$ cat src/rtl/conv_stim_driver.sv
// rtl/conv_stim_driver.sv - stimulus driver and golden checker for 3-tap convolution DUTs
// Optional feature macro: CONV_STIM_LFSR_EN (16-bit LFSR sample source instead of up-counter)
module conv_stim_driver #(
  parameter int DATA_W      = 4,
  parameter int TAPS        = 3,
  parameter int RESULT_W    = 10,
  parameter int NUM_VECTORS = 16,
  parameter int DUT_LATENCY = 2,
  parameter int ERR_W       = 8
) (
  input  logic                   clk,
  input  logic                   rst_n,
  input  logic                   start,
  input  logic [TAPS*DATA_W-1:0] kernel_cfg,
  output logic [TAPS*DATA_W-1:0] kernel,
  output logic [DATA_W-1:0]      data,
  output logic                   data_valid,
  input  logic [RESULT_W-1:0]    result,
  output logic                   mismatch,
  output logic [ERR_W-1:0]       err_cnt,
  output logic                   busy,
  output logic                   done
);
  localparam int FULL_W = 2*DATA_W + $clog2(TAPS);
  localparam int VEC_W  = 16;
  localparam int DRN_W  = $clog2(DUT_LATENCY + 1) + 1;
  localparam int HIST_N = (TAPS > 1) ? TAPS - 1 : 1;
  localparam logic [VEC_W-1:0] LAST_VEC  = VEC_W'(NUM_VECTORS - 1);
  localparam logic [DRN_W-1:0] DRAIN_END = DRN_W'(DUT_LATENCY);
  localparam logic [ERR_W-1:0] ERR_MAX   = '1;

  typedef enum logic [2:0] {S_IDLE, S_LOAD, S_STREAM, S_DRAIN, S_DONE} state_t;
  state_t state, next_state;

  logic [VEC_W-1:0]    vec_cnt;
  logic [DRN_W-1:0]    drain_cnt;
  logic [DATA_W-1:0]   hist [HIST_N];
  logic [DATA_W-1:0]   h_new [TAPS];
  logic [DATA_W-1:0]   sample_next;
  logic [FULL_W-1:0]   acc;
  logic [RESULT_W-1:0] exp_next;
  logic [RESULT_W-1:0] exp_pipe [DUT_LATENCY];
  logic [DUT_LATENCY-1:0] vld_pipe;
  logic                start_run;
  logic                streaming;
  logic                cmp_fail;

  assign start_run = start && (state == S_IDLE || state == S_DONE);
  assign streaming = (state == S_STREAM);
  assign cmp_fail  = vld_pipe[DUT_LATENCY-1] && (result != exp_pipe[DUT_LATENCY-1]);

`ifdef CONV_STIM_LFSR_EN
  logic [15:0] lfsr;
  logic [15:0] lfsr_next;
  assign lfsr_next   = {lfsr[0] ^ lfsr[2] ^ lfsr[3] ^ lfsr[5], lfsr[15:1]};
  assign sample_next = lfsr_next[DATA_W-1:0];

  // LFSR reseeds on every LOAD and steps once per streamed vector
  always_ff @(posedge clk or negedge rst_n) begin
    if (!rst_n) lfsr <= 16'hACE1;
    else if (state == S_LOAD) lfsr <= 16'hACE1;
    else if (streaming) lfsr <= lfsr_next;
  end
`else
  logic [DATA_W-1:0] gen_cnt;
  assign sample_next = gen_cnt + 1'b1;

  // Up-counter generator: first vector of a run is 1, wraps naturally
  always_ff @(posedge clk or negedge rst_n) begin
    if (!rst_n) gen_cnt <= '0;
    else if (start_run) gen_cnt <= '0;
    else if (streaming) gen_cnt <= sample_next;
  end
`endif

  // Golden convolution of the sample about to be launched against the loaded kernel
  always_comb begin
    h_new[0] = sample_next;
    for (int i = 1; i < TAPS; i++) h_new[i] = hist[i-1];
    acc = '0;
    for (int i = 0; i < TAPS; i++)
      acc = acc + FULL_W'(kernel[i*DATA_W +: DATA_W]) * FULL_W'(h_new[i]);
    exp_next = RESULT_W'(acc);
  end

  // FSM state register
  always_ff @(posedge clk or negedge rst_n) begin
    if (!rst_n) state <= S_IDLE;
    else state <= next_state;
  end

  // FSM next state; DRAIN holds until the last compare has been registered
  always_comb begin
    next_state = state;
    case (state)
      S_IDLE:   if (start) next_state = S_LOAD;
      S_LOAD:   next_state = S_STREAM;
      S_STREAM: if (vec_cnt == LAST_VEC) next_state = S_DRAIN;
      S_DRAIN:  if (drain_cnt == DRAIN_END) next_state = S_DONE;
      S_DONE:   if (start) next_state = S_LOAD;
      default:  next_state = S_IDLE;
    endcase
  end

  // Registered status flags track the state being entered
  always_ff @(posedge clk or negedge rst_n) begin
    if (!rst_n) begin
      busy <= 1'b0;
      done <= 1'b0;
    end else begin
      busy <= (next_state == S_LOAD) || (next_state == S_STREAM) || (next_state == S_DRAIN);
      done <= (next_state == S_DONE);
    end
  end

  // Vector and drain counters restart whenever their state is left
  always_ff @(posedge clk or negedge rst_n) begin
    if (!rst_n) begin
      vec_cnt   <= '0;
      drain_cnt <= '0;
    end else begin
      vec_cnt   <= streaming ? vec_cnt + 1'b1 : '0;
      drain_cnt <= (state == S_DRAIN) ? drain_cnt + 1'b1 : '0;
    end
  end

  // Kernel load, sample launch and history shift
  always_ff @(posedge clk or negedge rst_n) begin
    if (!rst_n) begin
      kernel     <= '0;
      data       <= '0;
      data_valid <= 1'b0;
      for (int i = 0; i < HIST_N; i++) hist[i] <= '0;
    end else begin
      data_valid <= streaming;
      if (state == S_LOAD) kernel <= kernel_cfg;
      if (start_run) begin
        for (int i = 0; i < HIST_N; i++) hist[i] <= '0;
      end else if (streaming) begin
        data    <= sample_next;
        hist[0] <= sample_next;
        for (int i = 1; i < HIST_N; i++) hist[i] <= hist[i-1];
      end
    end
  end

  // Expected-value alignment pipeline and saturating compare
  always_ff @(posedge clk or negedge rst_n) begin
    if (!rst_n) begin
      for (int i = 0; i < DUT_LATENCY; i++) exp_pipe[i] <= '0;
      vld_pipe <= '0;
      mismatch <= 1'b0;
      err_cnt  <= '0;
    end else begin
      exp_pipe[0] <= exp_next;
      vld_pipe[0] <= streaming;
      for (int i = 1; i < DUT_LATENCY; i++) begin
        exp_pipe[i] <= exp_pipe[i-1];
        vld_pipe[i] <= vld_pipe[i-1];
      end
      mismatch <= cmp_fail;
      if (start_run) err_cnt <= '0;
      else if (cmp_fail && err_cnt != ERR_MAX) err_cnt <= err_cnt + 1'b1;
    end
  end
endmodule
$ cat config.mk
export PLATFORM = sky130hd
export DESIGN_NAME = conv_stim_driver
export DESIGN_NICKNAME = d
export VERILOG_FILES = /design/src/rtl/conv_stim_driver.sv
export SDC_FILE = /design/constraint.sdc
export NUM_CORES = 1
export LEC_CHECK = 0
export CELL_PAD_IN_SITES_DETAIL_PLACEMENT = 0
export CELL_PAD_IN_SITES_GLOBAL_PLACEMENT = 2
export CORE_MARGIN = 10
export CORE_UTILIZATION = 37
export CTS_CLUSTER_SIZE = 10
export DETAILED_ROUTE_END_ITERATION = 10
export PLACE_DENSITY = 0.79
export SYNTH_ARGS = -nofsm -noshare
export SYNTH_HDL_FRONTEND = slang
export SYNTH_SLANG_ARGS = --single-unit
$ cat constraint.sdc
create_clock -name clk -period 6.4 [get_ports clk]
set_clock_uncertainty 0.15 [all_clocks]
set_input_delay 0.96 -clock clk [delete_from_list [all_inputs] [get_ports clk]]
set_output_delay 0.96 -clock clk [all_outputs]
set_load 0.05 [all_outputs]
; Word-level counts from Yosys, hierarchy flattened
; Index checks and enable logic that the tools add are counted.
[word_totals]
ff_bits = 84
out_inout_bits = 28
elab_cells = 61
[op_classes]
addsub = 6
multipliers = 3
eq_ne = 12
n_mux = 12
bitwise_logic = 1
n_reduce_logical = 11
[ops]
columns = operator, n
row1 = 8-bit 2-to-1 mux, 4
row2 = 4-bit by 4-bit multiplier with 8-bit output, 3
row3 = 16-bit by 1-bit adder with 16-bit output (second input constant), 1
row4 = 16-bit by 4-bit == test with 1-bit output (second input constant), 1
row5 = 16-bit 2-to-1 mux, 1
row6 = 3-bit by 2-bit == test with 1-bit output (second input constant), 5
row7 = 3-bit 2-to-1 mux, 4
row8 = 3-bit case mux with 4 select lines, 1
row9 = 9-bit by 8-bit adder with 10-bit output, 1
row10 = 10-bit != test, 1
row11 = 8-bit by 8-bit adder with 9-bit output, 1
row12 = 8-bit by 1-bit adder with 8-bit output (second input constant), 1
row13 = 4-bit 2-to-1 mux, 2
row14 = 8-bit != test (second input constant), 1
row15 = 3-bit by 1-bit == test with 1-bit output (second input constant), 2
row16 = 3-bit == test (second input constant), 2
row17 = 4-bit by 1-bit adder with 4-bit output (second input constant), 1
row18 = 2-bit nonzero test, 2
row19 = 3-bit by 1-bit adder with 3-bit output (second input constant), 1
row20 = 1-bit logical AND, 3
row21 = 3-bit zero test, 1
row22 = 1-bit logical OR, 3
row23 = 2-bit AND reduction, 1
row24 = 2-bit OR reduction, 1
row25 = 1-bit inverter, 1

; Longest topological paths before layout
[logic_depth]
ltp_word = 6
depth_mapped = 20

; Worst setup path after synthesis
; No wires, ideal clock.
[synth_path]
path_kind = reg-to-reg
startpoint = reg gen_cnt[2]
endpoint = reg exp_pipe[18] in the netlist's numbering
arrival_ps = 4827
slack_ps = 1343
path_stages_with_launch = 19
period_less_slack_ps = 5057
cell_sequence = dfrtp_1 > clkbuf_1 > nand3_1 > xor2_1 > nand2b_1 > fa_1 > inv_1 > fa_1 > inv_1 > fa_1 > fa_1 > inv_1 > fa_1 > fa_1 > a21o_1 > a21oi_1 > o21bai_1 > a21oi_1 > xnor2_1
[synth_via]
elab_chain_cells = 4
[synth_lines]
columns = item, line
row1 = from (decl), 65  ; logic [DATA_W-1:0] gen_cnt;
row2 = from (signal assigned), 72  ; else if (streaming) gen_cnt <= sample_next;
row3 = 4-bit by 1-bit adder with 4-bit output, 66  ; assign sample_next = gen_cnt + 1'b1;
row4 = 4-bit by 4-bit multiplier with 8-bit output, 82  ; acc = acc + FULL_W'(kernel[i*DATA_W +: DATA_W]) * FULL_W'(h_new[i]);
row5 = 8-bit by 8-bit adder with 9-bit output, 82
row6 = 9-bit by 8-bit adder with 10-bit output, 82
row7 = named net acc[8], 40  ; logic [FULL_W-1:0] acc;
row8 = "to (signal, indexed assignment)", 158  ; exp_pipe[i] <= exp_pipe[i-1];
row9 = to (decl), 42  ; logic [RESULT_W-1:0] exp_pipe [DUT_LATENCY];
; The timed path passes the listed nets, and every way through them passes these cells.
; A chain may end at the register's enable or synchronous reset.

; Worst setup path after layout
[layout_path]
startpoint = reg gen_cnt[0]
endpoint = reg exp_pipe[18] in the netlist's numbering
; Same word-level chain as after synthesis.

==> impl_metrics.prom <==
# TYPE chip_impl_metric gauge
chip_impl_metric{name="cts_hold_buffers_added",unit=""} 0
chip_impl_metric{name="postCtsSetupRepairBufs",unit=""} 0
chip_impl_metric{name="final_cell_area",unit="um2"} 5766
chip_impl_metric{name="drt_first_iter_violations",unit=""} 131
chip_impl_metric{name="worst_setup_hold_path_clk_slew",unit="ns"} 0.06
chip_impl_metric{name="path_max_fanout",unit=""} 14
chip_impl_metric{name="max-slew-margin-rel",unit="%"} 28.82
chip_impl_info{name="synth_flop_cell",value="dfrtp_1"} 1
chip_impl_metric{name="layout-drive-gt1-share",unit="%"} 7.831
chip_impl_metric{name="synth_warnings",unit=""} 0
chip_impl_metric{name="place.detailed.hpwl",unit="mm"} 7.741
chip_impl_metric{name="die-area",unit="um2"} 17840
chip_impl_metric{name="grt_max_degree",unit=""} 80
chip_impl_metric{name="yosysSeqAreaShare",unit="%"} 41.42
chip_impl_metric{name="clk-insertion-delay-late",unit="ns"} 0.34
chip_impl_info{name="reg2reg_from",value="gen_cnt[0]"} 1
chip_impl_metric{name="io_pins",unit=""} 53
chip_impl_info{name="worst_hold_path_class",value="reg2reg"} 1
chip_impl_info{name="synthDominantAreaCellType",value="dfrtp_1"} 1
chip_impl_metric{name="synth.cell_area",unit="um2"} 4773
chip_impl_metric{name="fill_cells",unit=""} 1233
chip_impl_metric{name="drtPass1Iterations",unit=""} 4
chip_impl_metric{name="cts.path.max_buffers",unit=""} 2
chip_impl_metric{name="vias_cell",unit=""} 4.782
chip_impl_metric{name="detail_route.wirelength",unit="mm"} 10.17
chip_impl_metric{name="grt-ovfl-total",unit=""} 0
chip_impl_info{name="worstSetupPathType",value="reg2reg"} 1
chip_impl_metric{name="floorplan.initialDensity",unit="%"} 37.82
chip_impl_metric{name="post_cts_resize_count",unit=""} 0
chip_impl_metric{name="finalCriticalPeriod",unit="ns"} 5.379
chip_impl_metric{name="tritoncts_num_sinks",unit=""} 79
chip_impl_metric{name="wl_per_cell",unit="um"} 15.18
chip_impl_metric{name="number_of_maximum_capacitance_constraint_violations",unit=""} 0
chip_impl_metric{name="vias_after_detailed_routing",unit=""} 3204
chip_impl_metric{name="synth_cells",unit=""} 438
chip_impl_info{name="rsz0062_at_grt",value="no"} 1
chip_impl_metric{name="grtUsageTotal",unit="%"} 11.84
chip_impl_metric{name="worst_ep_arrival_time",unit="ns"} 5.48
chip_impl_metric{name="finalSetupTns",unit="ns"} 0
chip_impl_metric{name="synth.net_count",unit=""} 529
chip_impl_metric{name="timing.final.hold_violations",unit=""} 0
chip_impl_metric{name="grt_util_met2",unit="%"} 18.89
chip_impl_info{name="synth_common_cells",value="dfrtp_1 (79), inv_1 (52), nand2_1 (35)"} 1
chip_impl_info{name="worstSetupStartpointType",value="flop"} 1
chip_impl_info{name="synthMostInstantiatedCell",value="dfrtp_1"} 1
chip_impl_info{name="most_utilized_layer_in_the_global_route_result",value="met2"} 1
chip_impl_info{name="setup.worst_path.start",value="gen_cnt[0]"} 1
chip_impl_info{name="worstSetupEndpointType",value="flop"} 1
chip_impl_metric{name="first_pass_grt_wire_length",unit="mm"} 17.23
chip_impl_metric{name="vias_in_the_first_global_route",unit=""} 3488
chip_impl_metric{name="final_core_utilization",unit="%"} 45.69
chip_impl_info{name="netlist_top_cells_area",value="dfrtp_1 (41%), fa_1 (14%), ha_1 (8.7%), inv_1 (4.1%), and2_1 (3.9%)"} 1
chip_impl_metric{name="unique_masters_post_synth",unit=""} 46
chip_impl_metric{name="number_of_antenna_repair_diodes",unit=""} 0
chip_impl_metric{name="tritoncts.num_buffers",unit=""} 9
chip_impl_metric{name="core.rowCount",unit=""} 41
chip_impl_metric{name="fmax",unit="MHz"} 185.9
chip_impl_metric{name="coreArea",unit="um2"} 12620
chip_impl_metric{name="detail-route-antenna-nets",unit=""} 0
chip_impl_metric{name="synthArstFlopShare",unit="%"} 100.0
chip_impl_metric{name="slew_violations",unit=""} 0
chip_impl_info{name="status",value="completed"} 1
chip_impl_metric{name="postSynthAreaPerCell",unit="um2"} 10.90
chip_impl_metric{name="vertical_die_dimension",unit="um"} 133.6
chip_impl_metric{name="synthToLayoutAreaGrowth",unit="%"} 20.79
chip_impl_metric{name="post-route-period-util",unit="%"} 84.05
chip_impl_metric{name="critical_path_required",unit="ns"} 6.50
chip_impl_metric{name="globalplace.congestion",unit=""} 0.7897
chip_impl_metric{name="numPlacedInstances",unit=""} 654
chip_impl_metric{name="met3_usage",unit="%"} 3.083
chip_impl_metric{name="synth_top_area_share",unit="%"} 41.42
chip_impl_metric{name="cts_htree_levels",unit=""} 3
chip_impl_info{name="tritoncts",value="done"} 1
chip_impl_metric{name="synth-seq-cells",unit=""} 79
chip_impl_metric{name="timing.final.setup_violations",unit=""} 0
chip_impl_metric{name="io_port_bufs",unit=""} 52
chip_impl_metric{name="number_of_synthesized_flops_with_an_enable_pin",unit=""} 0
chip_impl_info{name="clock-root-buffer",value="clkbuf_16"} 1
chip_impl_metric{name="finish.net_count",unit=""} 584
chip_impl_info{name="min-delay-start",value="exp_pipe[12]"} 1
chip_impl_metric{name="drc_errors",unit=""} 0
chip_impl_metric{name="placed_area",unit="um2"} 5465
chip_impl_metric{name="final-instance-count-excl-fill",unit=""} 670
chip_impl_metric{name="dieWidth",unit="um"} 133.6
chip_impl_metric{name="antenna_found_initial",unit=""} 0
chip_impl_metric{name="grt.met1_usage",unit="%"} 15.34
chip_impl_metric{name="tightestPinTransition",unit="ns"} 1.062
==> cells in the final DEF, fill, tap and decap left out, types with 13 or more instances in the layout <==
cell and n:
a21oi_1 16, and2_1 30, clkdlybuf4s50_1 51, dfrtp_1 79, fa_1 33, ha_1 33, inv_1 52, nand2_1 35
nor2_1 24, o21ai_0 13, xnor2_1 18
==> worst max-delay path: stages (launching register included) <==
cell	delay (ns)
dfrtp_1	0.61
nand3_1	0.15
xor2_1	0.38
nand2b_1	0.18
fa_1	0.41
inv_1	0.09
fa_1	0.41
inv_1	0.08
fa_1	0.44
fa_1	0.54
inv_1	0.05
fa_1	0.52
fa_1	0.47
a21o_1	0.19
a21oi_1	0.21
o21bai_1	0.10
a21oi_1	0.17
xnor2_1	0.14
==> cells by family (layout without fill, tap and decap cells) <==
kind of cell / after synthesis / in the layout / synth area share [%]
buf+inv: 60 / 120 / 4.954
xor+xnor: 29 / 29 / 5.321
compound gates: 45 / 45 / 5.688
mux: 14 / 14 / 3.250
flops: 79 / 79 / 41.42
fa+ha+maj: 66 / 66 / 22.49
simple gates: 145 / 145 / 16.88
==> per-stage QoR <==
stage / hold slack (ns) / setup slack, ns
floorplan: 0.1812 / 1.343
finish: 0.1967 / 1.021
CTS: 0.1977 / 1.008
global placement: 0.1829 / 1.172
detailed placement: 0.1847 / 1.028
global route: 0.1985 / 0.6777
==> registers in the layout (all words and copies together), names as in the netlist <==
signal,cells
busy,1
data,4
done,1
drain_cnt,3
err_cnt,8
exp_pipe,20
gen_cnt,4
h_new,4
kernel,12
mismatch,1
state,3
vec_cnt,16
vld_pipe,2
==> area by class of cell <==
type	count	area, um2	share of cell area (%)
multi-input cells	299	2560	44.40
well taps	172	215.2	3.733
clock buffers	11	242.7	4.210
repair buffers	52	518.0	8.984
inverters	52	195.2	3.385
clock inverters	5	57.56	0.9983
flip-flops and latches	79	1977	34.29
==> layer usage <==
metal	vias to the layer above	part of all wire [%]	wire length, um
met5	-	0	0
met4	0	1.4	140
met3	11	3.4	341
met2	45	48	4866
met1	1597	47	4819
li1	1551	-	-
==> worst paths after layout <==
path	endpoint	slack (ns)	depth (start not counted)
max	exp_pipe[18]	1.02	17
min	exp_pipe[2]	0.20	0
max reg2reg	exp_pipe[18]	1.02	17
min reg2reg	exp_pipe[2]	0.20	0
max in group asynchronous	gen_cnt[3]	4.81	1
min in group asynchronous	err_cnt[4]	0.62	1
Power is not shown: default switching activity piles up to over one toggle a cycle in this logic, so the estimate is an artifact.
